===== config.mk =====
export PLATFORM = sky130hd
export DESIGN_NAME = la_ao211_pipe
export DESIGN_NICKNAME = d
export VERILOG_FILES = /design/src/rtl/la_ao211_pipe.sv
export SDC_FILE = /design/constraint.sdc
export NUM_CORES = 1
export LEC_CHECK = 0
export CORE_UTILIZATION = 38
export CTS_BUF_LIST = sky130_fd_sc_hd__clkbuf_8
export DETAILED_ROUTE_END_ITERATION = 10
export GPL_TIMING_DRIVEN = 1
export PLACE_DENSITY = 0.79
export SYNTH_ARGS = -nofsm -noshare
export SYNTH_HDL_FRONTEND = slang
export SYNTH_SLANG_ARGS = --single-unit

===== constraint.sdc =====
create_clock -name clk -period 1.11 [get_ports clk]
set_input_delay 0.222 -clock clk [delete_from_list [all_inputs] [get_ports clk]]
set_output_delay 0.222 -clock clk [all_outputs]
set_load 0.02 [all_outputs]

===== src/rtl/la_ao211_pipe.sv =====
// Elastic pipeline computing z = (a0 & a1) | b0 | c0 per bit over STAGES slots.
// Optional sticky OR-accumulator of delivered results: define LA_AO211_PIPE_STICKY_EN.
module la_ao211_pipe #(
  parameter PROP = "DEFAULT",
  parameter int W = 8,
  parameter int STAGES = 2
) (
  input  logic         clk,
  input  logic         rst,
`ifdef LA_AO211_PIPE_STICKY_EN
  input  logic         sticky_clr,
  output logic [W-1:0] sticky,
`endif
  input  logic         in_valid,
  output logic         in_ready,
  input  logic [W-1:0] a0,
  input  logic [W-1:0] a1,
  input  logic [W-1:0] b0,
  input  logic [W-1:0] c0,
  output logic         out_valid,
  input  logic         out_ready,
  output logic [W-1:0] z
);

  // Handshake: a transfer happens on a rising edge where valid & ready are both
  // high; valid never depends on ready, and data is only meaningful with valid.

  logic              unused_prop;
  logic [STAGES-1:0] valid_q, valid_d;
  logic [W-1:0]      data_q [STAGES];
  logic [W-1:0]      data_d [STAGES];
  logic [STAGES-1:0] slot_rdy;
  logic [W-1:0]      result;

  assign unused_prop = ^PROP;
  assign result = (a0 & a1) | b0 | c0;

  // A slot is ready when it, or any slot downstream of it, is empty, or the
  // consumer takes the last slot; this is the unrolled form of the ready chain.
  always_comb begin
    slot_rdy = '0;
    for (int k = 0; k < STAGES; k++) begin
      slot_rdy[k] = out_ready;
      for (int j = k; j < STAGES; j++) begin
        if (!valid_q[j]) slot_rdy[k] = 1'b1;
      end
    end
  end

  always_comb begin
    valid_d = valid_q;
    data_d  = data_q;
    if (slot_rdy[0]) begin
      valid_d[0] = in_valid;
      if (in_valid) data_d[0] = result;
    end
    for (int k = 1; k < STAGES; k++) begin
      if (slot_rdy[k]) begin
        valid_d[k] = valid_q[k-1];
        if (valid_q[k-1]) data_d[k] = data_q[k-1];
      end
    end
  end

  always_ff @(posedge clk) begin
    if (rst) begin
      valid_q <= '0;
      for (int k = 0; k < STAGES; k++) data_q[k] <= '0;
    end else begin
      valid_q <= valid_d;
      data_q  <= data_d;
    end
  end

  assign in_ready  = slot_rdy[0] & ~rst;
  assign out_valid = valid_q[STAGES-1];
  assign z         = data_q[STAGES-1];

`ifdef LA_AO211_PIPE_STICKY_EN
  logic [W-1:0] sticky_q, sticky_d;

  // Clear wins over an OR-in from a delivery in the same cycle.
  always_comb begin
    sticky_d = sticky_q;
    if (sticky_clr) sticky_d = '0;
    else if (out_valid && out_ready) sticky_d = sticky_q | z;
  end

  always_ff @(posedge clk) begin
    if (rst) sticky_q <= '0;
    else     sticky_q <= sticky_d;
  end

  assign sticky = sticky_q;
`endif

endmodule


==> implementation parameters <==
Parameter                              Value

Outcome
  Run status    finished with violations
  Violations in the final reports    setup timing

Power and ir drop
  Power density normalized to cell area    1097 nW/um2
  Internal    1.123 mW
  Sw frac    24.85%
  P_sw    371.4 uW
  Clock group share of total power    30.4%
  Largest vdd supply drop    644.3 uV
  Combinational Power Share    22.1%
  Static Leakage    0.5094 nW
  Power consumption    1.495 mW
  Fraction of power consumed by sequential logic    47.4%

Placement
  Global placer's final weighted congestion    0.8199
  Port bufs    45
  Placement Setup Slack    -0.6573 ns
  Instance count after placement with tap cells included    153
  Total placed instance area    1240 um2
  Detailed placement HPWL    1573 um

Floorplanning
  Initial Util    40.37%
  Overall die area    2271 um2
  Row count    16
  Placeable core region    1962 um2
  Io pins    46
  Floorplan die width    47.66 um
  Die extent in y    47.66 um

Detailed routing
  Via density    5.264
  Number of detailed-routing iterations run before antenna repair    4
  Final ANT Viol Nets    0
  Total wire length    2307 um
  Number of design-rule violations left by the first detailed-router iteration    5
  Detailed-route wire length per cell    14.15 um
  Count of vias placed by the detailed router    858
  Remaining routing DRC violations    0

STA
  Total negative slack for setup checks    -0.4422 ns
  Top achievable clock speed    828.7 MHz
  Setup clock skew after layout    0.003840 ns
  Final hold violation count    0
  Unrepaired setup endpoints after global routing    true
  Final worst hold slack    0.4577 ns
  Worst-case headroom to the max-slew limit    82.06%
  Clock period minus worst slack    1.207 ns
  Number of setup violations in the final report    18
  Total count of max-transition violations in the final report    0
  Final critical-path setup slack    -0.09674 ns
  Share of the clock period used by the worst path after layout    108.7%
  Worst slew pin tran    0.2676 ns

Critical path
  Required time at the endpoint of the critical path    1.26 ns
  Data arrival at the endpoint of the critical path    1.36 ns
  Worst Path Max Fanout    9
  Critical path capture point type    register
  Critical path start-end classification    reg2reg
  Critical Path Start Type    register

Cells and area
  Leading cell type in the layout, fill and taps excluded    clkdlybuf4s50_1
  Utilization after layout    69.45%
  Area of all placed cells without fillers    1363 um2
  Leading cell types in the layout, fill and taps excluded    clkdlybuf4s50_1 (33), a21oi_1 (16), a211oi_1 (16), dfxtp_1 (16), nand3_1 (8)
  Number of filler cells placed in the layout    159
  Ratio of cells with drive above 1 in the final layout    30.15%
  ANT cells    0
  Area added between synthesis and finish    72.04%
  Post-route insts no fill    163
  # nets final    174

Synth
  Net Count, Synth    125
  Share of synthesized area occupied by flip-flops and latches    45.50%
  #FFs+latches synth    18
  Yosys synthesis warning count    0
  Synthesized area per cell    8.899 um2
  Count of mapped cells out of synthesis    89
  Unique masters post-synth    15
  Cell taking the most area after synthesis    dfxtp_1
  Post-synth top area share    45.50%
  Cell types occupying the most area after synthesis    dfxtp_1 (45%), a211oi_1 (15%), a21oi_1 (12%)
  Syn Std Cell Area    792.0 um2

GRT
  Overall track demand over capacity in global routing    21.96%
  GR Overflow Total    0
  Via count of the first global-routing pass    804
  Initial antenna violation count    0
  Largest net degree at the start of global routing    19
  First-pass GRT wire length    3353 um

Flow run
  Max-capacitance violation count    0

Clocking
  Buffers from clock root to sink, at most    2
  Clock tree root driver cell    clkbuf_8
  Clock Pin Slew Worst Setup and Hold Paths    0.07 ns
  Latest clock arrival within the worst-skew pair    0.26 ns
  Num CTS Buffers    3
  Hold_buf cts    0
  CTS tree    done
  H-tree levels    1
  Sinks on the clock net    18

Min path
  Min-Delay Path Class    reg2reg
path summary, 6_finish.rpt:
check        slack [ns]        end  cells past startpoint  startpoint
min reg2reg        0.46       z[5]                      2        z[5]
max reg2reg        -0.1  data_q[8]                      4  valid_q[1]
max                -0.1  data_q[8]                      4  valid_q[1]
min                0.46       z[5]                      2        z[5]
final cells by class:
type                       count  area (um2)  share of cell area, %
sequential                    18       365.4                  26.81
inverter                       2       11.26                 0.8264
clock buffer                   3       41.29                  3.030
timing repair buffer          58       528.0                  38.75
tap                           27       33.78                  2.479
multi-input combinational     55       382.9                  28.10
synthesized netlist by cell type, drive strengths merged:
cell type and n:
nand3b 1, a211oi 16, nand2b 1, nor2b 1, a21oi 20, clkbuf 2, inv 2, buf 12
o21ai 8, nand3 8, dfxtp 18
timing repair:
item,in CTS,in global routing
gates resized for setup,57,15
setup endpoints to repair,26,26
buffers inserted,7,0
cloned,0,0
pin swaps,9,7
power by group through the flow:
stage / Clock [mW] / Combinational, mW / Sequential [mW]
final: 0.455 / 0.331 / 0.709
after global routing: 0.488 / 0.354 / 0.714
after CTS: 0.439 / 0.326 / 0.709
after detailed placement: 0 / 0.296 / 0.720
after global placement: 0 / 0.286 / 0.718
after floorplan: 0 / 0.126 / 0.718
critical path: stages (launching register included):
cell	delay [ns]
dfxtp_2	0.33
nor2b_4	0.16
buf_4	0.21
a21oi_4	0.11
a211oi_1	0.28
flip-flops by register name, indices dropped and copies added, names as in the netlist:
signal	flops
valid_q	2
data_q	8
z	8
layer usage:
metal	up-vias	wire length, um	share of wire, %	GRT usage [%]
met5	-	0	0	0
met4	0	54	2.3	13.33
met3	7	158	6.8	4.906
met2	44	1181	51	38.36
met1	391	913	40	24.19
li1	416	-	-	-
logic make-up after synthesis:
logic type	Yosys count	synth area share, %
AND/OR/NAND/NOR	11	7.585
AO/OA/AOI/OAI	44	34.28
flip-flops	18	45.50
buffers and inverters	16	12.64
Note: power is estimated with default switching activity, not from simulation.
